===== src/rtl/l1_refill_controller_pkg.sv =====
// Shared types and constants for the L1 line-refill engine.
// The burst always carries eight words, so word indices are 3 bits wide.
package l1_refill_controller_pkg;

    typedef enum logic [2:0] {
        IDLE,
        WAIT_RDY,
        ADDR,
        DATA,
        DONE
    } refill_state_t;

    localparam logic [3:0]  ACK_NONE  = 4'b1111;
    localparam logic [31:0] LINE_MASK = 32'hFFFF_FFF8;
    localparam logic [2:0]  LAST_IDX  = 3'd7;

    // Word-acknowledge encoding on the 4-bit ACK buses.
    function automatic logic [3:0] ack_code(input logic [2:0] idx);
        return {1'b0, idx};
    endfunction

endpackage


===== src/rtl/l1_refill_controller_timeout_ctr.sv =====
// Saturating stall counter.
// expire is raised on the count at which the next increment would reach LIMIT.
module refill_timeout_ctr #(
    parameter int LIMIT = 255
) (
    input  logic CLK,
    input  logic RST,
    input  logic clr,
    input  logic inc,
    output logic expire
);

    localparam int           CNT_W = $clog2(LIMIT + 1);
    localparam logic [CNT_W-1:0] LAST  = CNT_W'(LIMIT - 1);
    localparam logic [CNT_W-1:0] SAT   = CNT_W'(LIMIT);

    logic [CNT_W-1:0] count;

    always_ff @(posedge CLK or posedge RST) begin
        if (RST) begin
            count <= '0;
        end else if (clr) begin
            count <= '0;
        end else if (inc && (count != SAT)) begin
            count <= count + 1'b1;
        end
    end

    // Depends only on the registered count, so it can steer the FSM without a loop.
    assign expire = inc && (count == LAST);

endmodule


===== src/rtl/l1_refill_controller.sv =====
// L1-side miss/refill engine: runs the memory LOAD handshake and streams
// the eight-word burst into the L1 data array.
//
// state    | meaning
// IDLE     | waiting for a miss request
// WAIT_RDY | VALID/LOAD raised, waiting for memory READY
// ADDR     | line address on the bus with ACK_ADDR, waiting for word 0
// DATA     | capturing words 0..7 in order
// DONE     | last word acknowledged, waiting for memory to drop READY
module l1_refill_controller
    import l1_refill_controller_pkg::*;
#(
    parameter int WORDS_PER_LINE = 8,
    parameter int ADDR_W         = 32,
    parameter int TIMEOUT        = 255
) (
    input  logic              CLK,
    input  logic              RST,
    input  logic              REQ_VALID,
    input  logic [ADDR_W-1:0] REQ_ADDR,
    output logic              REQ_READY,
    output logic              MEM_VALID,
    output logic              MEM_LOAD,
    output logic              MEM_STORE,
    input  logic              MEM_READY,
    output logic [ADDR_W-1:0] MEM_DATA_OUT,
    output logic              MEM_DATA_OE,
    input  logic [ADDR_W-1:0] MEM_DATA_IN,
    output logic              ACK_ADDR,
    output logic [3:0]        ACK_DATA_L1,
    input  logic [3:0]        ACK_DATA_MEM,
    output logic              FILL_WE,
    output logic [2:0]        FILL_IDX,
    output logic [ADDR_W-1:0] FILL_DATA,
    output logic [ADDR_W-1:0] FILL_LINE_ADDR,
    output logic              FILL_DONE,
    output logic              FILL_ERR
);

    localparam logic [2:0] LAST_WORD = 3'(WORDS_PER_LINE - 1);

    refill_state_t state, state_n;

    logic              req_ready,   req_ready_n;
    logic              mem_valid,   mem_valid_n;
    logic              mem_load,    mem_load_n;
    logic              mem_data_oe, mem_data_oe_n;
    logic              ack_addr,    ack_addr_n;
    logic [3:0]        ack_l1,      ack_l1_n;
    logic              fill_we,     fill_we_n;
    logic [2:0]        fill_idx,    fill_idx_n;
    logic [ADDR_W-1:0] fill_data,   fill_data_n;
    logic [ADDR_W-1:0] line_addr,   line_addr_n;
    logic              fill_done,   fill_done_n;
    logic              fill_err,    fill_err_n;
    logic [2:0]        exp_idx,     exp_idx_n;

    logic capture;
    logic abort;
    logic tmo_clr;
    logic tmo_inc;
    logic tmo_expire;

    refill_timeout_ctr #(
        .LIMIT (TIMEOUT)
    ) u_timeout (
        .CLK    (CLK),
        .RST    (RST),
        .clr    (tmo_clr),
        .inc    (tmo_inc),
        .expire (tmo_expire)
    );

    always_comb begin
        state_n       = state;
        req_ready_n   = req_ready;
        mem_valid_n   = mem_valid;
        mem_load_n    = mem_load;
        mem_data_oe_n = mem_data_oe;
        ack_addr_n    = ack_addr;
        ack_l1_n      = ack_l1;
        fill_we_n     = 1'b0;
        fill_idx_n    = fill_idx;
        fill_data_n   = fill_data;
        line_addr_n   = line_addr;
        fill_done_n   = 1'b0;
        fill_err_n    = 1'b0;
        exp_idx_n     = exp_idx;
        capture       = 1'b0;
        abort         = 1'b0;

        case (state)
            IDLE: begin
                // Ready rises one cycle after returning here, so a request
                // held through a fill is only taken once the handshake shows it.
                req_ready_n = 1'b1;
                if (req_ready && REQ_VALID) begin
                    line_addr_n = REQ_ADDR & LINE_MASK[ADDR_W-1:0];
                    req_ready_n = 1'b0;
                    mem_valid_n = 1'b1;
                    mem_load_n  = 1'b1;
                    state_n     = WAIT_RDY;
                end
            end
            WAIT_RDY: begin
                if (MEM_READY) begin
                    mem_data_oe_n = 1'b1;
                    ack_addr_n    = 1'b1;
                    state_n       = ADDR;
                end else if (tmo_expire) begin
                    abort = 1'b1;
                end
            end
            ADDR: begin
                if (ACK_DATA_MEM == ack_code(3'd0)) begin
                    mem_data_oe_n = 1'b0;
                    ack_addr_n    = 1'b0;
                    exp_idx_n     = 3'd0;
                    state_n       = DATA;
                end else if (tmo_expire) begin
                    abort = 1'b1;
                end
            end
            DATA: begin
                // Only the next expected index fires, so a stale or repeated
                // index from memory never writes the array twice.
                if (ACK_DATA_MEM == ack_code(exp_idx)) begin
                    capture     = 1'b1;
                    fill_we_n   = 1'b1;
                    fill_idx_n  = exp_idx;
                    fill_data_n = MEM_DATA_IN;
                    ack_l1_n    = ack_code(exp_idx);
                    if (exp_idx == LAST_WORD) begin
                        state_n = DONE;
                    end else begin
                        exp_idx_n = exp_idx + 1'b1;
                    end
                end else if (tmo_expire) begin
                    abort = 1'b1;
                end
            end
            DONE: begin
                ack_l1_n = ack_code(LAST_IDX);
                if (!MEM_READY) begin
                    mem_valid_n = 1'b0;
                    mem_load_n  = 1'b0;
                    ack_l1_n    = ACK_NONE;
                    fill_done_n = 1'b1;
                    state_n     = IDLE;
                end else if (tmo_expire) begin
                    abort = 1'b1;
                end
            end
            default: begin
                state_n = IDLE;
            end
        endcase

        if (abort) begin
            state_n       = IDLE;
            fill_err_n    = 1'b1;
            mem_valid_n   = 1'b0;
            mem_load_n    = 1'b0;
            mem_data_oe_n = 1'b0;
            ack_addr_n    = 1'b0;
            ack_l1_n      = ACK_NONE;
        end
    end

    assign tmo_clr = (state_n != state) || capture;
    assign tmo_inc = (state != IDLE);

    always_ff @(posedge CLK or posedge RST) begin
        if (RST) begin
            state       <= IDLE;
            req_ready   <= 1'b1;
            mem_valid   <= 1'b0;
            mem_load    <= 1'b0;
            mem_data_oe <= 1'b0;
            ack_addr    <= 1'b0;
            ack_l1      <= ACK_NONE;
            fill_we     <= 1'b0;
            fill_idx    <= 3'd0;
            fill_data   <= '0;
            line_addr   <= '0;
            fill_done   <= 1'b0;
            fill_err    <= 1'b0;
            exp_idx     <= 3'd0;
        end else begin
            state       <= state_n;
            req_ready   <= req_ready_n;
            mem_valid   <= mem_valid_n;
            mem_load    <= mem_load_n;
            mem_data_oe <= mem_data_oe_n;
            ack_addr    <= ack_addr_n;
            ack_l1      <= ack_l1_n;
            fill_we     <= fill_we_n;
            fill_idx    <= fill_idx_n;
            fill_data   <= fill_data_n;
            line_addr   <= line_addr_n;
            fill_done   <= fill_done_n;
            fill_err    <= fill_err_n;
            exp_idx     <= exp_idx_n;
        end
    end

    assign REQ_READY      = req_ready;
    assign MEM_VALID      = mem_valid;
    assign MEM_LOAD       = mem_load;
    assign MEM_STORE      = 1'b0;
    assign MEM_DATA_OE    = mem_data_oe;
    assign MEM_DATA_OUT   = mem_data_oe ? line_addr : '0;
    assign ACK_ADDR       = ack_addr;
    assign ACK_DATA_L1    = ack_l1;
    assign FILL_WE        = fill_we;
    assign FILL_IDX       = fill_idx;
    assign FILL_DATA      = fill_data;
    assign FILL_LINE_ADDR = line_addr;
    assign FILL_DONE      = fill_done;
    assign FILL_ERR       = fill_err;

endmodule


===== config.mk =====
export PLATFORM = sky130hd
export DESIGN_NAME = l1_refill_controller
export DESIGN_NICKNAME = d
export VERILOG_FILES = /design/src/rtl/l1_refill_controller_pkg.sv /design/src/rtl/l1_refill_controller_timeout_ctr.sv /design/src/rtl/l1_refill_controller.sv
export SDC_FILE = /design/constraint.sdc
export NUM_CORES = 1
export LEC_CHECK = 0
export ABC_AREA = 1
export ABC_CLOCK_PERIOD_IN_PS = 3500
export BUFFER_PORTS_ARGS = -buffer_cell sky130_fd_sc_hd__buf_2
export CELL_PAD_IN_SITES_DETAIL_PLACEMENT = 0
export CELL_PAD_IN_SITES_GLOBAL_PLACEMENT = 1
export CORE_MARGIN = 4
export CORE_UTILIZATION = 25
export DETAILED_ROUTE_END_ITERATION = 8
export PLACE_DENSITY = 0.68
export SETUP_SLACK_MARGIN = 0.4
export SYNTH_ARGS = -nofsm -noshare
export SYNTH_HDL_FRONTEND = slang
export SYNTH_SLANG_ARGS = --single-unit

===== constraint.sdc =====
create_clock -name CLK -period 3.5 [get_ports CLK]
set_clock_uncertainty 0.15 [all_clocks]
set_input_delay 0.175 -clock CLK [delete_from_list [all_inputs] [get_ports CLK]]
set_output_delay 0.175 -clock CLK [all_outputs]
set_load 0.02 [all_outputs]

==> results.md <==
- Synth top area share: 51.7%
- Crit-path most repeated cell: nand2_1
- Number of setup violations in the final report: 0
- Placed Instances: 885
- Synth warn: 0
- Slowest CP cell: nand4_1
- Detail Route Antenna Nets: 0
- Final instance area: 0.00606 sq mm
- Share of cells above drive strength 1: 28.7%
- Period minus WS final: 2200 ps
- Post-Place Setup Slack: 1270 ps
- WS Path Type: register to register
- Initial antenna violation count: 0
- Avg Cell Area, Syn: 7.87 sq um
- Class of the worst hold path: input port to register
- Initial Utilization: 25.4%
- Hold path depth: 8
- Count of different cell masters after synthesis: 26
- CP Max Fanout: 13
- Largest net degree at the start of global routing: 51
- Synthesis-stage register bit count: 88
- GPL Wtd Cong: 0.756
- P_leak: 3.61 nW
- FF-to-FF setup slack: 1300 ps
- Area of the mapped netlist: 0.00402 sq mm
- Vias per cell: 4.08
- Rows: 46
- Core ar.: 0.0158 sq mm
- N_diodes: 0
- Sequential Power Share: 35.6%
- Hold wc startpoint: ACK_DATA_MEM[3]
- Routed wire per std cell: 11.7 microns
- Number of max-cap violations: 0
- I/O pin cnt: 184
- CTS root buf: clkbuf_16
- CP Cell Sequence: nor2_1 > nand4_1 > nand2_1 > nor2_1 > nand2_1 > nand3_1 > nand2_1 > nand3_2 > nor3_1
- Area Overhead vs Synth: 50.8%
- Worst Hold End: state[2]
- Net Switching: 2.02 mW
- Final setup TNS: 0 ps
- Clock Sinks: 88
- Routed wire length: 11300 microns
- Total internal power: 2.81 mW
- CP top delay family: simple AND/OR/NAND/NOR gates
- Finished Layout Cells: 964
- Synth Instances: 511
- Area contributors post-synth: dfrtp_1 52%, nand2_1 24%, inv_1 4.9%
- CP Buf/Inv Count: 0
- Via count: 3935
- H-tree depth: 3
- RSZ-0062 raised after global routing: no
- Status: finished, final reports clean
- Die W: 135 microns
- Clock Tree Buf Depth: 2
- Cell Pwr Density: 796 mW/mm^2
- Die Ht: 135 microns
- Drt pass-1 iters: 4
- Post-cts repair resize count: 0
- Post-layout nets: 819
- Grt ovf: 0
- Clk_lat worst skew: 340 ps
- Comb power frac: 41.5%
- Crit. End Element: register
- First-pass GRT wire length: 18400 microns
- Worst r2r dst: u_timeout.count[2]
- Worst-margin pin slew: 969 ps
- Die Footprint: 0.0182 sq mm
- DR iter-0 viols: 147
- Final Max Tran Viols: 0
- CP required: 3600 ps
- Slew margin rel.: 35.4%
- Tot GR Track Use: 12.4%
- Fin crit share: 62.9%
- R2r startpoint: state[0]
- DR DRC count: 0
- R2R cell count: 9
- I/O Buffers: 173
- Total CTS buffers: 9
- CP peak stage delay: 470 ps
- Post-DP HPWL: 8060 microns
- Clk slew on worst S/H paths: 60 ps
- Max frequency: 0.454 GHz
- Min setup slack post-route: 1300 ps
- Vias in the first global route: 3730
- CP startpoint kind: register
- Hold Vio Cnt, Final: 0
- Post-DP Area: 0.00508 sq mm
- Sequential fraction of the synthesis area: 54.9%
- CTS tree: done
- Switching share of power: 41.8%
- Peak supply drop: 0.287 mV
- Clock power share: 22.9%
- Crit path DAT: 2300 ps
- Synth area leader: dfrtp_1
## flip-flops by register name (all words and copies together) (netlist names)
| signal | count |
|---|---|
| MEM_LOAD | 1 |
| FILL_WE | 1 |
| u_timeout.count | 8 |
| state | 3 |
| FILL_IDX | 3 |
| REQ_READY | 1 |
| ACK_ADDR | 1 |
| FILL_ERR | 1 |
| FILL_DONE | 1 |
| FILL_LINE_ADDR | 29 |
| exp_idx | 3 |
| FILL_DATA | 32 |
| ACK_DATA_L1 | 4 |
## cell families after synthesis
logic type	Yosys count	synth area share (%)
buffers and inverters	83	8.81
AO/OA/AOI/OAI	19	2.86
other	1	0.0933
AND/OR/NAND/NOR	309	30.5
flip-flops	88	54.9
adder cells (fa/ha/maj)	4	1.24
XOR/XNOR	7	1.53
## per-stage QoR
step	utilization (%)	hold slack [ps]	total power [mW]
final	38.3	217	4.82
after global routing	38.3	260	5.18
after CTS	38.3	207	4.90
after detailed placement	32.1	223	3.70
after floorplan	-	91.4	2.99
after global placement	32.1	221	3.67
## tightest hold or removal path, stage by stage
cell	delay [ps]
buf_2	90
inv_1	40
nand2_1	50
nor2_1	50
nand4_1	80
nand2_1	50
nand3_1	100
inv_1	40
## layout by cell type, fill, tap and decap left out, types with 4 or more instances in the layout
master,netlist,routed
inv_2,4,4
nand3_1,9,9
nor3_1,9,9
dlygate4sd3_1,0,63
nor2_1,21,20
buf_4,10,6
ha_1,4,4
conb_1,1,7
nand4_1,6,6
inv_1,52,51
a21oi_1,6,6
xor2_1,6,6
buf_2,4,173
o21ai_0,7,7
dfrtp_1,83,83
nand2_2,4,4
nand2_1,255,255
dfstp_2,5,5
clkbuf_16,0,9
## final cells by class
| cell class | count | area, sq um |
|---|---|---|
| Multi-Input combinational cell | 346 | 1480 |
| Clock inverter | 5 | 104 |
| Sequential cell | 88 | 2210 |
| Clock buffer | 11 | 243 |
| Tap cell | 216 | 270 |
| Fill cell | 1613 | 9770 |
| Inverter | 56 | 211 |
| Timing Repair Buffer | 242 | 1540 |
## power by group through the flow
stage | logic [mW] | clock network, mW | registers, mW
after floorplan | 0.891 | 0 | 2.09
after global placement | 1.95 | 0 | 1.72
after detailed placement | 1.97 | 0 | 1.73
after CTS | 2.03 | 1.15 | 1.72
after global routing | 2.22 | 1.19 | 1.78
final | 2.00 | 1.10 | 1.72
## layer usage
metal	vias to the layer above	wire length, microns	global-route usage [%]
met5	-	0	0
met4	0	146	3.79
met3	11	1100	4.10
met2	149	5120	19.6
met1	1788	4950	16.2
li1	1987	-	-
## worst max path at each step
| stage | cells after the start | start | to | slack [ps] |
|---|---|---|---|---|
| global placement | 9 | state[0] | u_timeout.count[0] | 1300 |
| global route | 9 | state[0] | u_timeout.count[0] | 990 |
| detailed placement | 9 | state[0] | u_timeout.count[6] | 1270 |
| floorplan | 1 | RST | ACK_ADDR | 900 |
| finish | 9 | state[0] | u_timeout.count[2] | 1300 |
| CTS | 9 | state[0] | u_timeout.count[6] | 1260 |
## synth_stat cells
library cell / number
nand2_2: 4
inv_1: 52
a31oi_1: 2
clkbuf_1: 13
xnor2_1: 1
ha_1: 4
nand3_1: 9
nor2_1: 21
dfrtp_1: 83
conb_1: 1
nor3_1: 9
nand2_1: 255
a32o_1: 2
buf_2: 4
buf_4: 10
a21oi_2: 1
xor2_1: 6
o21ai_0: 7
nand3_2: 2
nand4_1: 6
nor2_2: 2
inv_2: 4
dfstp_2: 5
a31o_2: 1
and3_1: 1
a21oi_1: 6
## repair_timing
item,in CTS,in global routing
hold buffers,63,0
setup buffers,0,0
endpoints found under the hold margin,108,0
setup endpoints to repair,0,0
No activity file was read; power rests on OpenSTA's default activity.
